$ cat src/rtl/nrzi_rx_decoder.sv
// NRZI receive decoder: decodes strobed line bits, hunts for the 00000001 sync,
// removes stuffed zeros and hands LSB-first words out on a valid/ready port.
module nrzi_rx_decoder #(
  parameter int DATA_W    = 8,
  parameter int STUFF_LEN = 6
) (
  input  logic              clk,
  input  logic              rst_n,
  input  logic              inEnable,
  input  logic              inBitValid,
  input  logic              inLine,
  input  logic              inReady,
  output logic [DATA_W-1:0] outData,
  output logic              outValid,
  output logic              outSync,
  output logic              outStuffErr,
  output logic              outOverrun
);

  localparam int CNT_W  = (DATA_W > 1) ? $clog2(DATA_W) : 1;
  localparam int ONES_W = $clog2(STUFF_LEN + 1);
  localparam logic [CNT_W-1:0]  LAST_BIT = CNT_W'(DATA_W - 1);
  localparam logic [ONES_W-1:0] ONES_MAX = ONES_W'(STUFF_LEN);
  localparam logic [7:0]        SYNC_PAT = 8'b0000_0001;

  typedef enum logic [1:0] {
    IDLE,
    HUNT,
    RECV
  } state_e;

  state_e              state_q, state_d;
  logic                prev_q, prev_d;
  logic [6:0]          hist_q, hist_d;
  logic [DATA_W-2:0]   shreg_q, shreg_d;
  logic [CNT_W-1:0]    bit_cnt_q, bit_cnt_d;
  logic [ONES_W-1:0]   ones_q, ones_d;
  logic [DATA_W-1:0]   data_q, data_d;
  logic                valid_q, valid_d;
  logic                sync_q, sync_d;
  logic                stuff_err_q, stuff_err_d;
  logic                overrun_q, overrun_d;

  logic                dec_bit;
  logic [7:0]          hist_cand;
  logic [DATA_W-1:0]   word;
  logic                complete;

  // No transition on the line decodes as 1, a transition as 0.
  assign dec_bit   = ~(inLine ^ prev_q);
  assign hist_cand = {hist_q, dec_bit};
  assign word      = {dec_bit, shreg_q};

  always_comb begin
    state_d     = state_q;
    prev_d      = prev_q;
    hist_d      = hist_q;
    shreg_d     = shreg_q;
    bit_cnt_d   = bit_cnt_q;
    ones_d      = ones_q;
    data_d      = data_q;
    valid_d     = valid_q;
    stuff_err_d = 1'b0;
    overrun_d   = 1'b0;
    complete    = 1'b0;

    if (inBitValid) begin
      prev_d = inLine;
    end

    if (!inEnable) begin
      state_d   = IDLE;
      hist_d    = '0;
      shreg_d   = '0;
      bit_cnt_d = '0;
      ones_d    = '0;
    end else begin
      case (state_q)
        IDLE: state_d = HUNT;
        HUNT: begin
          if (inBitValid) begin
            hist_d = hist_cand[6:0];
            if (hist_cand == SYNC_PAT) begin
              state_d   = RECV;
              ones_d    = ONES_W'(1);
              bit_cnt_d = '0;
            end
          end
        end
        RECV: begin
          if (inBitValid) begin
            if (ones_q == ONES_MAX) begin
              // A 1 where a stuffed 0 must appear means the stream is broken.
              if (dec_bit) begin
                stuff_err_d = 1'b1;
                state_d     = HUNT;
                hist_d      = '0;
                shreg_d     = '0;
                bit_cnt_d   = '0;
                ones_d      = '0;
              end else begin
                ones_d = '0;
              end
            end else begin
              shreg_d = word[DATA_W-1:1];
              ones_d  = dec_bit ? ones_q + 1'b1 : '0;
              if (bit_cnt_q == LAST_BIT) begin
                bit_cnt_d = '0;
                complete  = 1'b1;
              end else begin
                bit_cnt_d = bit_cnt_q + 1'b1;
              end
            end
          end
        end
        default: state_d = IDLE;
      endcase
    end

    // Output slot: a word is accepted only if the slot is free or draining now.
    if (complete) begin
      if (!valid_q || inReady) begin
        data_d  = word;
        valid_d = 1'b1;
      end else begin
        overrun_d = 1'b1;
      end
    end else if (valid_q && inReady) begin
      valid_d = 1'b0;
    end

    sync_d = (state_d == RECV);
  end

  always_ff @(posedge clk or negedge rst_n) begin
    if (!rst_n) begin
      state_q     <= IDLE;
      prev_q      <= 1'b1;
      hist_q      <= '0;
      shreg_q     <= '0;
      bit_cnt_q   <= '0;
      ones_q      <= '0;
      data_q      <= '0;
      valid_q     <= 1'b0;
      sync_q      <= 1'b0;
      stuff_err_q <= 1'b0;
      overrun_q   <= 1'b0;
    end else begin
      state_q     <= state_d;
      prev_q      <= prev_d;
      hist_q      <= hist_d;
      shreg_q     <= shreg_d;
      bit_cnt_q   <= bit_cnt_d;
      ones_q      <= ones_d;
      data_q      <= data_d;
      valid_q     <= valid_d;
      sync_q      <= sync_d;
      stuff_err_q <= stuff_err_d;
      overrun_q   <= overrun_d;
    end
  end

  assign outData     = data_q;
  assign outValid    = valid_q;
  assign outSync     = sync_q;
  assign outStuffErr = stuff_err_q;
  assign outOverrun  = overrun_q;

endmodule

$ cat config.mk
export PLATFORM = sky130hd
export DESIGN_NAME = nrzi_rx_decoder
export DESIGN_NICKNAME = d
export VERILOG_FILES = /design/src/rtl/nrzi_rx_decoder.sv
export SDC_FILE = /design/constraint.sdc
export NUM_CORES = 1
export LEC_CHECK = 0
export CAP_MARGIN = 20
export CELL_PAD_IN_SITES_DETAIL_PLACEMENT = 1
export CELL_PAD_IN_SITES_GLOBAL_PLACEMENT = 2
export CORE_MARGIN = 8
export CORE_UTILIZATION = 35
export CTS_BUF_LIST = sky130_fd_sc_hd__clkbuf_8
export DETAILED_ROUTE_END_ITERATION = 16
export PLACE_DENSITY = 0.75
export SYNTH_ARGS = -nofsm -noshare
export SYNTH_HDL_FRONTEND = slang
export SYNTH_SLANG_ARGS = --single-unit
$ cat constraint.sdc
create_clock -name clk -period 1.65 [get_ports clk]
set_input_delay 0.33 -clock clk [delete_from_list [all_inputs] [get_ports clk]]
set_output_delay 0.33 -clock clk [all_outputs]
set_load 0.02 [all_outputs]
==> impl_metrics.yaml, run 1 <==
yosys:
  syn_nets: 134
  synthMuxAreaShare_pct: 7.39
  yosysTopAreaCell: "dfrtp_1"
  synthSimpleGateAreaFrac_pct: 13.7
  synth_top_area_share_pct: 54.0
  synth_area_per_cell_um2: 12.7
  synthTopCellsByArea: "dfrtp_1, mux2_2, a22o_1"
  synth_top_family_by_area: "compound AO/OA/AOI/OAI gates"
  synth_cell_types: 42
  synth_xor_area_share_pct: 1.03
  ys_async_sr_fraction_pct: 100
  syn_inst: 124
  ys_seq_elements: 35
  ys_seq_area_share_pct: 55.7
  synth_edf_count: 0
  netlist_area_um2: 1580
  synth_flop_cell: "dfrtp_1"
  synth_adder_area_share_pct: 3.18
  yosys_warnings: 0
  synth-compound-area-share_pct: 16.2
grt:
  grt_busiest_layer: "met2"
  antenna_found_initial: 0
  met2_usage_pct: 19.7
  grtUsageTotal_pct: 11.6
  overflow: 0
  use_met1_pct: 13.5
  use_met3_pct: 3.71
  grt_pass1_wl_um: 6510
  grt_start_max_net_pins: 22
  grt_pass1_vias: 1328
clock_tree:
  cts_hold_buf: 0
  clk_path_buf_depth: 2
  clock_latency_ps: 290
  cts_buffers: 5
  cts_tree: "done"
  clk_pin_slew_ps: 70
  htreeDepth: 2
  clockRootBuffer: "clkbuf_8"
  clock-sinks: 35
routing:
  wire_per_inst_um: 16.7
  route.detailed.drc: 0
  num_vias: 1201
  dr.first_iter.drc_count: 39
  vias_per_cell: 5.13
  first_pass_iters: 4
  drt_wl_total_um: 3910
  ant_nets: 0
finish:
  drive_gt1_share_pct: 41.8
  antenna_cells: 0
  fillers: 443
  fin_area_um2: 2240
  final_util_pct: 51.6
  nets: 191
  syn_to_final_growth_pct: 42.5
timing:
  setup_viol: 3
  setup_tns_ps: -8.86
  hold_violations: 0
  max_freq_mhz: 604
  rsz0062_at_grt: "yes"
  maxSlewHeadroom_pct: 79.6
  fin_ws_ps: -4.53
  period_needed_ps: 1650
  worst_clock_skew_ps: 5.19
  worstMarginPinSlew_ps: 307
  finalMaxSlewViolations: 0
  period_share_pct: 100
floorplanning:
  core_area_um2: 4350
  dieArea_um2: 6900
  rows: 24
  start_util_pct: 36.2
  dieHeight_um: 83.1
  num_io_pins: 18
  chipWidth_um: 83.1
placed_design:
  gp_congestion: 0.865
  io_buffers: 17
  dpl_worst_slack_ps: -349
  dp_hpwl_um: 3000
  place_area_um2: 2030
outcome:
  violations: "setup timing"
  status: "finished with violations"
critical_path:
  cp_data_arrival_time_ps: 1830
  endpoint_kind: "flop"
  required_ps: 1820
  path_max_fanout: 8
  worstSetupStartpointType: "input port"
  critPathKind: "in -> reg"
job:
  maxCapViolations: 0
pwr:
  intPower_mw: 1.47
  switchingPower_mw: 0.457
  switching_share_pct: 23.7
  total_power_mw: 1.93
  powerDensity_nw_per_um2: 860
  clock_power_share_pct: 39.5
  p_seq_share_pct: 46.2
  ir_drop_v: 0.000529
  p_leak_nw: 1.10
  power_frac_comb_pct: 14.3
hold_path:
  min_path_type: "in -> async"
==> worst paths after layout <==
| kind | start | to | slack, ps | cells past startpoint |
|---|---|---|---|---|
| max in group asynchronous | rst_n | outValid | 1010 | 2 |
| max reg2reg | ones_q[0] | outData[5] | 20 | 7 |
| min reg2reg | outData[7] | outData[7] | 510 | 1 |
| max | inEnable | outData[5] | -5 | 6 |
| min | rst_n | bit_cnt_q[1] | 390 | 2 |
| min in group clk | inLine | prev_q | 390 | 2 |
==> area by class of cell <==
cell class	count	area, um^2	share of cell area, %
sequential	35	877	39.1
multi-input combinational	81	707	31.5
timing repair buffer	56	475	21.2
clock buffer	5	68.8	3.07
tap	52	65.1	2.90
clock inverter	3	43.8	1.95
inverter	2	7.51	0.334
==> stage by stage <==
step | hold WS, ps | instances
2_1_floorplan | 34.4 | 124
3_3_place_gp | 477 | 221
3_5_place_dp | 495 | 221
4_1_cts | 401 | 230
5_1_grt | 402 | 234
6_report | 385 | 234
==> power by group through the flow <==
stage / Clock [mW] / Sequential, mW / Combinational [mW]
3_3_place_gp: 0 / 0.908 / 0.239
6_report: 0.762 / 0.892 / 0.276
5_1_grt: 0.833 / 0.894 / 0.299
4_1_cts: 0.791 / 0.892 / 0.255
3_5_place_dp: 0 / 0.909 / 0.251
2_1_floorplan: 0 / 0.913 / 0.122
==> layer usage <==
layer,wire length (um),vias up
li1,-,578
met1,1690,600
met2,2030,18
met3,145,5
met4,42,0
met5,0,-
==> kinds of logic (layout without fill, tap and decap cells) <==
logic type      count (synthesis)  in the layout
mux                            10             10
fa+ha+maj                       4              4
buf+inv                         8             66
compound gates                 29             29
simple gates                   37             37
flops                          35             35
xor+xnor                        1              1
==> flip-flops by register name, indices dropped and copies added (netlist names) <==
| signal | flops |
|---|---|
| bit_cnt_q | 3 |
| outStuffErr | 1 |
| state_q | 2 |
| ones_q | 3 |
| hist_q | 7 |
| outSync | 1 |
| outData | 8 |
| prev_q | 1 |
| outValid | 1 |
| shreg_q | 7 |
| outOverrun | 1 |
==> critical path: stages <==
cell and delay [ps]:
clkdlybuf4s50_1 490, and3b_1 200, nand4_1 140, nor2b_1 130, buf_4 180, mux2_2 350
==> synth_stat cells (all sizes together), types with 2 or more instances <==
cell / number
clkbuf: 2
mux2: 10
a32o: 5
nand4: 2
dfrtp: 34
nor2b: 4
buf: 4
nand2b: 2
nand2: 4
a22o: 8
o32ai: 2
ha: 4
nand3b: 2
and3: 2
inv: 2
a21oi: 2
a22oi: 6
nor2: 13
==> cell usage in the layout (no fill, tap or decap), types with 2 or more instances in the layout <==
| master | Yosys | final |
|---|---|---|
| ha_1 | 4 | 2 |
| a32o_1 | 4 | 4 |
| nor2b_1 | 3 | 3 |
| clkbuf_8 | 0 | 5 |
| inv_1 | 2 | 2 |
| nor2_1 | 13 | 13 |
| nand2b_1 | 2 | 2 |
| a22o_1 | 6 | 6 |
| clkdlybuf4s50_1 | 0 | 15 |
| nand4_1 | 2 | 2 |
| mux2_4 | 1 | 2 |
| nand3b_1 | 2 | 2 |
| a22o_2 | 2 | 2 |
| dlymetal6s2s_1 | 0 | 2 |
| a22oi_1 | 6 | 5 |
| dfrtp_1 | 34 | 34 |
| buf_4 | 1 | 37 |
| nand2_1 | 4 | 3 |
| mux2_2 | 9 | 8 |
| buf_6 | 1 | 2 |
==> timing repair <==
item | CTS | global route
buffers inserted | 1 | 4
setup endpoints to repair | 9 | 29
pin swaps | 1 | 2
gates resized for setup | 4 | 11
No activity file was read; power rests on OpenSTA's default activity.
==> inputs of run 2 (changes only) <==
Settings changed: CAP_MARGIN 20 to unset.
==> results of run 2 <==
The final DEF is identical to that of run 1; final timing and power are the same.
